**src/rtl/frame_pkg.sv**
```systemverilog
// Shared definitions for the frame tick scheduler: FSM encoding, phase indices
// and divider defaults.
package frame_pkg;

    typedef enum logic [1:0] {
        StIdle,
        StIssue,
        StWait
    } state_e;

    localparam int unsigned PH_PADDLE  = 0;
    localparam int unsigned PH_BALL    = 1;
    localparam int unsigned PH_COLLIDE = 2;

    localparam int unsigned DIV_DEFAULT = 50000;
    localparam int unsigned MIN_DIV     = 2;

endpackage

```
**src/rtl/tick_gen.sv**
```systemverilog
// Programmable divider producing a one-cycle enable pulse every div_reg cycles.
// A divisor load restarts the period and swallows any coincident tick.
module tick_gen #(
    parameter int unsigned CNT_W       = 32,
    parameter int unsigned DIV_DEFAULT = frame_pkg::DIV_DEFAULT,
    parameter int unsigned MIN_DIV     = frame_pkg::MIN_DIV
) (
    input  logic             in_clk,
    input  logic             rst_n,
    input  logic [CNT_W-1:0] div_val,
    input  logic             div_load,
    input  logic             enable,
    output logic             tick_out
);
    import frame_pkg::*;

    logic [CNT_W-1:0] r_count;
    logic [CNT_W-1:0] r_div;
    logic [CNT_W-1:0] w_div_clamped;
    logic             w_wrap;

    assign w_div_clamped = (div_val < CNT_W'(MIN_DIV)) ? CNT_W'(MIN_DIV) : div_val;
    assign w_wrap        = (r_count == (r_div - CNT_W'(1)));
    assign tick_out      = enable && w_wrap && !div_load;

    always_ff @(posedge in_clk or negedge rst_n) begin
        if (!rst_n) begin
            r_count <= '0;
            r_div   <= CNT_W'(DIV_DEFAULT);
        end else if (div_load) begin
            // Loads apply even while disabled so software can reprogram a stopped divider.
            r_div   <= w_div_clamped;
            r_count <= '0;
        end else if (enable) begin
            r_count <= w_wrap ? '0 : r_count + CNT_W'(1);
        end
    end

endmodule

```
**src/rtl/frame_tick_scheduler.sv**
```systemverilog
// Frame tick scheduler: divider tick starts a frame that sequences the game-update
// phases with a go/done handshake, tracking frames, dropped ticks and phase timeouts.
module frame_tick_scheduler #(
    parameter int unsigned CNT_W       = 32,
    parameter int unsigned DIV_DEFAULT = frame_pkg::DIV_DEFAULT,
    parameter int unsigned MIN_DIV     = frame_pkg::MIN_DIV,
    parameter int unsigned N_PHASE     = 3,
    parameter int unsigned TIMEOUT     = 1023
) (
    input  logic               in_clk,
    input  logic               rst_n,
    input  logic [CNT_W-1:0]   div_val,
    input  logic               div_load,
    input  logic               enable,
    input  logic               pause,
    output logic               tick_out,
    output logic [N_PHASE-1:0] phase_go,
    input  logic [N_PHASE-1:0] phase_done,
    output logic               frame_busy,
    output logic [15:0]        frame_cnt,
    output logic [7:0]         overrun_cnt,
    output logic               timeout_err
);
    import frame_pkg::*;

    localparam int unsigned       IDX_W     = (N_PHASE > 1) ? $clog2(N_PHASE) : 1;
    localparam int unsigned       WAIT_W    = $clog2(TIMEOUT + 1);
    localparam logic [IDX_W-1:0]  LAST_IDX  = IDX_W'(N_PHASE - 1);
    localparam logic [WAIT_W-1:0] WAIT_LAST = WAIT_W'(TIMEOUT - 1);

    function automatic logic [N_PHASE-1:0] phase_onehot(input logic [IDX_W-1:0] idx);
        phase_onehot      = '0;
        phase_onehot[idx] = 1'b1;
    endfunction

    state_e              r_state;
    logic [IDX_W-1:0]    r_idx;
    logic [WAIT_W-1:0]   r_wait;
    logic [N_PHASE-1:0]  r_go;
    logic                r_busy;
    logic [15:0]         r_frame_cnt;
    logic [7:0]          r_overrun;
    logic                r_timeout;

    logic w_tick;
    logic w_done;
    logic w_expired;
    logic w_overrun;

    tick_gen #(
        .CNT_W       (CNT_W),
        .DIV_DEFAULT (DIV_DEFAULT),
        .MIN_DIV     (MIN_DIV)
    ) u_tick_gen (
        .in_clk   (in_clk),
        .rst_n    (rst_n),
        .div_val  (div_val),
        .div_load (div_load),
        .enable   (enable),
        .tick_out (w_tick)
    );

    assign w_done    = phase_done[r_idx];
    assign w_expired = (r_wait == WAIT_LAST);
    // Ticks are never queued: any tick not starting a frame is a drop.
    assign w_overrun = w_tick && ((r_state != StIdle) || pause);

    always_ff @(posedge in_clk or negedge rst_n) begin
        if (!rst_n) begin
            r_state     <= StIdle;
            r_idx       <= '0;
            r_wait      <= '0;
            r_go        <= '0;
            r_busy      <= 1'b0;
            r_frame_cnt <= '0;
            r_timeout   <= 1'b0;
        end else begin
            r_go <= '0;
            case (r_state)
                StIdle: begin
                    if (w_tick && !pause) begin
                        r_idx   <= IDX_W'(PH_PADDLE);
                        r_go    <= phase_onehot(IDX_W'(PH_PADDLE));
                        r_state <= StIssue;
                        r_busy  <= 1'b1;
                    end
                end
                StIssue: begin
                    r_wait  <= '0;
                    r_state <= StWait;
                end
                StWait: begin
                    if (w_done || w_expired) begin
                        if (!w_done) begin
                            r_timeout <= 1'b1;
                        end
                        if (r_idx == LAST_IDX) begin
                            r_frame_cnt <= r_frame_cnt + 16'd1;
                            r_state     <= StIdle;
                            r_busy      <= 1'b0;
                        end else begin
                            r_idx   <= r_idx + IDX_W'(1);
                            r_go    <= phase_onehot(r_idx + IDX_W'(1));
                            r_state <= StIssue;
                        end
                    end else begin
                        r_wait <= r_wait + WAIT_W'(1);
                    end
                end
                default: begin
                    r_state <= StIdle;
                    r_busy  <= 1'b0;
                end
            endcase
        end
    end

    always_ff @(posedge in_clk or negedge rst_n) begin
        if (!rst_n) begin
            r_overrun <= '0;
        end else if (w_overrun && (r_overrun != 8'hFF)) begin
            r_overrun <= r_overrun + 8'd1;
        end
    end

    assign tick_out    = w_tick;
    assign phase_go    = r_go;
    assign frame_busy  = r_busy;
    assign frame_cnt   = r_frame_cnt;
    assign overrun_cnt = r_overrun;
    assign timeout_err = r_timeout;

endmodule

```
**config.mk**
```make
export PLATFORM = sky130hd
export DESIGN_NAME = frame_tick_scheduler
export DESIGN_NICKNAME = d
export VERILOG_FILES = /design/src/rtl/frame_pkg.sv /design/src/rtl/tick_gen.sv /design/src/rtl/frame_tick_scheduler.sv
export SDC_FILE = /design/constraint.sdc
export NUM_CORES = 1
export LEC_CHECK = 0
export CAP_MARGIN = 15
export CORE_MARGIN = 2
export CORE_UTILIZATION = 35
export CTS_BUF_LIST = sky130_fd_sc_hd__clkbuf_8
export CTS_CLUSTER_SIZE = 30
export DETAILED_ROUTE_END_ITERATION = 16
export GPL_TIMING_DRIVEN = 0
export SETUP_SLACK_MARGIN = 0.15
export SYNTH_ARGS = -nofsm -noshare
export SYNTH_HDL_FRONTEND = slang
export SYNTH_SLANG_ARGS = --single-unit
```
**constraint.sdc**
```tcl
create_clock -name in_clk -period 4 [get_ports in_clk]
set_input_delay 0.6 -clock in_clk [delete_from_list [all_inputs] [get_ports in_clk]]
set_output_delay 0.6 -clock in_clk [all_outputs]
set_load 0.02 [all_outputs]
```
==> flow_summary.ini <==
[timing]
rsz0062_at_grt = no
maxSlewViolCount = 0
final-setup-viol-count = 0
relSlewSlack_pct = 51.9
hold_viol = 0
tightest_slew_ps = 722
fin_skew_ps = 15.9
finalCritPeriodShare_pct = 92.7
fmax_mhz = 270
final.min_clock_period_ps = 3710
tns_ps = 0
worst_slack_ps = 290
whs_ps = 152

[run]
drv_cap = 0

[synthesis]
synth_compound_area_share_pct = 11.1
syn_inst = 630
syn_nets = 680
synth-simple-area-share_pct = 25.4
synth_edf_count = 0
synth_warnings = 0
synth_xor_area_share_pct = 10.3
synth_top_family_by_area = simple AND/OR/NAND/NOR gates
synthAdderAreaFrac_pct = 1.97
synthDistinctLibCells = 77
ys_async_sr_fraction_pct = 100
synth.avg_cell_area_sq_um = 10.1
synthTopCellsByArea = dfrtp_1, xnor2_1, mux2_2, nand2_1, nand3_1
seq_area_frac_synth_pct = 42.3
syn_area_sq_um = 6350
synth_seq_cells = 107
synth_ff_type = dfrtp_1
synth_top_area_share_pct = 39.8
synth_area_leader_cell = dfrtp_1
muxShareOfSynthArea_pct = 6.54

[global_route]
grt_pass1_vias = 5103
grt.overflow.total = 0
grt_max_degree = 75
grt_pass1_wl_um = 27100
grt_antenna_before_repair = 0
grt_use_total_pct = 17.3

[drt]
vias = 5254
vias_per_cell = 5.52
totalWireLength_um = 16500
met1Wirelength_um = 7500
drtIter0Drc = 403
wl_met3_um = 563
met2WireLength_um = 8090
drc_errors = 0
wl_per_cell_um = 17.4
firstDrtPassIters = 5
ant_nets = 0
routed.top_layer = met4

[clocking]
insertion_delay_ps = 390
numCtsBuffers = 9
clock_sinks = 107
clk_pin_slew_ps = 110
cts_max_level = 3
clockRootBuffer = clkbuf_8
clock_path_buffers = 2
cts_tree = yes

[final_layout]
final_nets = 767
fin_area_sq_um = 7740
layout-drive-gt1-share_pct = 17.2
syn2layout_area_growth_pct = 21.9
final_cell_mix = dfrtp_1, clkdlybuf4s50_1, nand2_1, xnor2_1, nand3_1
insertedDiodeCount = 0
final_common_cell = dfrtp_1

[power]
p_total_uw = 2560
powerDensity_nw_per_um2 = 331
vdd_drop_max_uv = 197
leakage_uw = 0.00306

[placed_design]
gp_congestion = 0.852
pre_cts_ws_ps = -584
placed_area_sq_um = 7350
post-dp-hpwl_um = 12400
io_buffer_count = 69

[die]
fp.dieArea_sq_um = 19200
fp.dieW_um = 139
die_h_um = 139
coreArea_sq_um = 17900
start_util_pct = 35.5
rows = 49
ioPinCount = 70

[status]
status = completed

[worst_setup_path]
path_max_fanout = 8
reg2reg_slack_ps = 530
crit_required_ps = 3400
endpoint_kind = output port
r2r_cells = 10
path_class = flop to output port
path_cells = nor4_2 -> nand3_4 -> nor4_1 -> a31oi_1 -> or3_1 -> nand4b_4 -> nor3_4 -> buf_4
start_kind = flop
cp.arrival_ps = 3110
worst-path-buf-inv = 1
crit_family = simple AND/OR/NAND/NOR gates
crit_slowest_cell = nor4_2
crit_cells = 8
critPathLaunch = u_tick_gen.r_div[2]$_DFFE_PN0P_
r2r_start = u_tick_gen.r_div[2]$_DFFE_PN0P_
max_stage_delay_ps = 610
rr_endpoint = u_tick_gen.r_count[16]$_DFFE_PN0P_
endpoint = tick_out

[worst_hold_path]
hp-class = input port to async pin
-- stage by stage --
stage | utilization, % | cells
floorplan | - | 630
global placement | 40.9 | 928
detailed placement | 41.1 | 929
CTS | 42.9 | 950
global route | 43.2 | 951
finish | 43.2 | 951
-- layout make-up --
cell class / count / area, sq um
Tap cell: 229 / 287
Timing Repair Buffer: 76 / 758
Fill cell: 1708 / 10200
Sequential cell: 107 / 2690
Multi-Input combinational cell: 494 / 3640
Buffer: 19 / 111
Inverter: 10 / 37.5
Clock buffer: 9 / 124
Clock inverter: 7 / 101
-- report_power, final --
group / switching [uW] / internal [uW] / leakage, uW
Clock: 398 / 358 / 0.000111
Sequential: 123 / 1160 / 0.00139
Combinational: 273 / 246 / 0.00155
-- metal layers --
metal  track usage, %  vias up
li1                 -     2508
met1             22.9     2611
met2             29.5      113
met3             2.14       22
met4             6.17        0
met5                0        -
-- logic make-up after synthesis --
kind of cell	Yosys count
XOR/XNOR	75
adder cells (fa/ha/maj)	10
multiplexers	37
AO/OA/AOI/OAI	100
flip-flops	107
buffers and inverters	29
AND/OR/NAND/NOR	272
-- cell usage after synthesis (2+ instances only) --
cell        n
a21o_1     10
a21oi_1     7
a22o_1      3
a31oi_1    11
and2_1      7
and3_1     22
and4_1      5
buf_2       2
buf_6       3
clkbuf_1   10
dfrtp_1   101
dfstp_2     6
ha_1       10
inv_1      10
mux2_2     32
mux2i_1     4
nand2_1    56
nand2b_1    6
nand3_1    38
nand3b_1    2
nand4_1    17
nand4b_1    2
nor2_1     25
nor2b_1     4
nor3_1     19
nor3_4      2
nor3b_1     8
nor4_1     24
nor4_2      5
nor4_4      2
nor4b_1     2
nor4bb_1    2
o211ai_1    4
o21ai_0    32
o21ai_1     4
o22ai_1     2
o311ai_0    3
o31ai_1     5
or2_2       4
or2b_2      2
or3_1       5
or4_1       4
xnor2_1    56
xor2_1     19
-- worst reg2reg max path, stage by stage, from the launching register on --
cell	delay [ps]
dfrtp_2	490
nor4_2	610
nand4_1	240
and3b_2	260
nor3_1	390
nor4b_1	120
and4_1	260
nor2_1	410
buf_2	330
a31oi_1	130
a31oi_1	160
-- how the worst min path moves through the flow --
| stage | start | to | slack, ps | depth (start not counted) |
|---|---|---|---|---|
| after detailed placement | timeout_err$_DFFE_PN0P_ | timeout_err$_DFFE_PN0P_ | 470 | 1 |
| after CTS | rst_n | u_tick_gen.r_count[2]$_DFFE_PN0P_ | 160 | 1 |
| after floorplan | rst_n | frame_busy$_DFFE_PN0P_ | 300 | 0 |
| after global placement | frame_cnt[15]$_DFFE_PN0P_ | frame_cnt[15]$_DFFE_PN0P_ | 460 | 1 |
| after global routing | rst_n | u_tick_gen.r_count[2]$_DFFE_PN0P_ | 180 | 1 |
| final | rst_n | u_tick_gen.r_count[2]$_DFFE_PN0P_ | 150 | 1 |
-- state kept, by name (all words and copies together), names as in the netlist --
| signal | cells |
|---|---|
| frame_busy | 1 |
| frame_cnt | 16 |
| overrun_cnt | 8 |
| phase_go | 3 |
| r_idx | 2 |
| r_state | 2 |
| r_wait | 10 |
| timeout_err | 1 |
| u_tick_gen.r_count | 32 |
| u_tick_gen.r_div | 32 |
-- timing repair --
| action | in CTS | in global routing |
|---|---|---|
| hold buffers | 0 | 0 |
| gates resized for setup | 15 | 14 |
| setup endpoints to repair | 33 | 1 |
| pin swaps | 2 | 3 |
| buffers inserted | 5 | 1 |
Power figures use the tool's default switching activity.
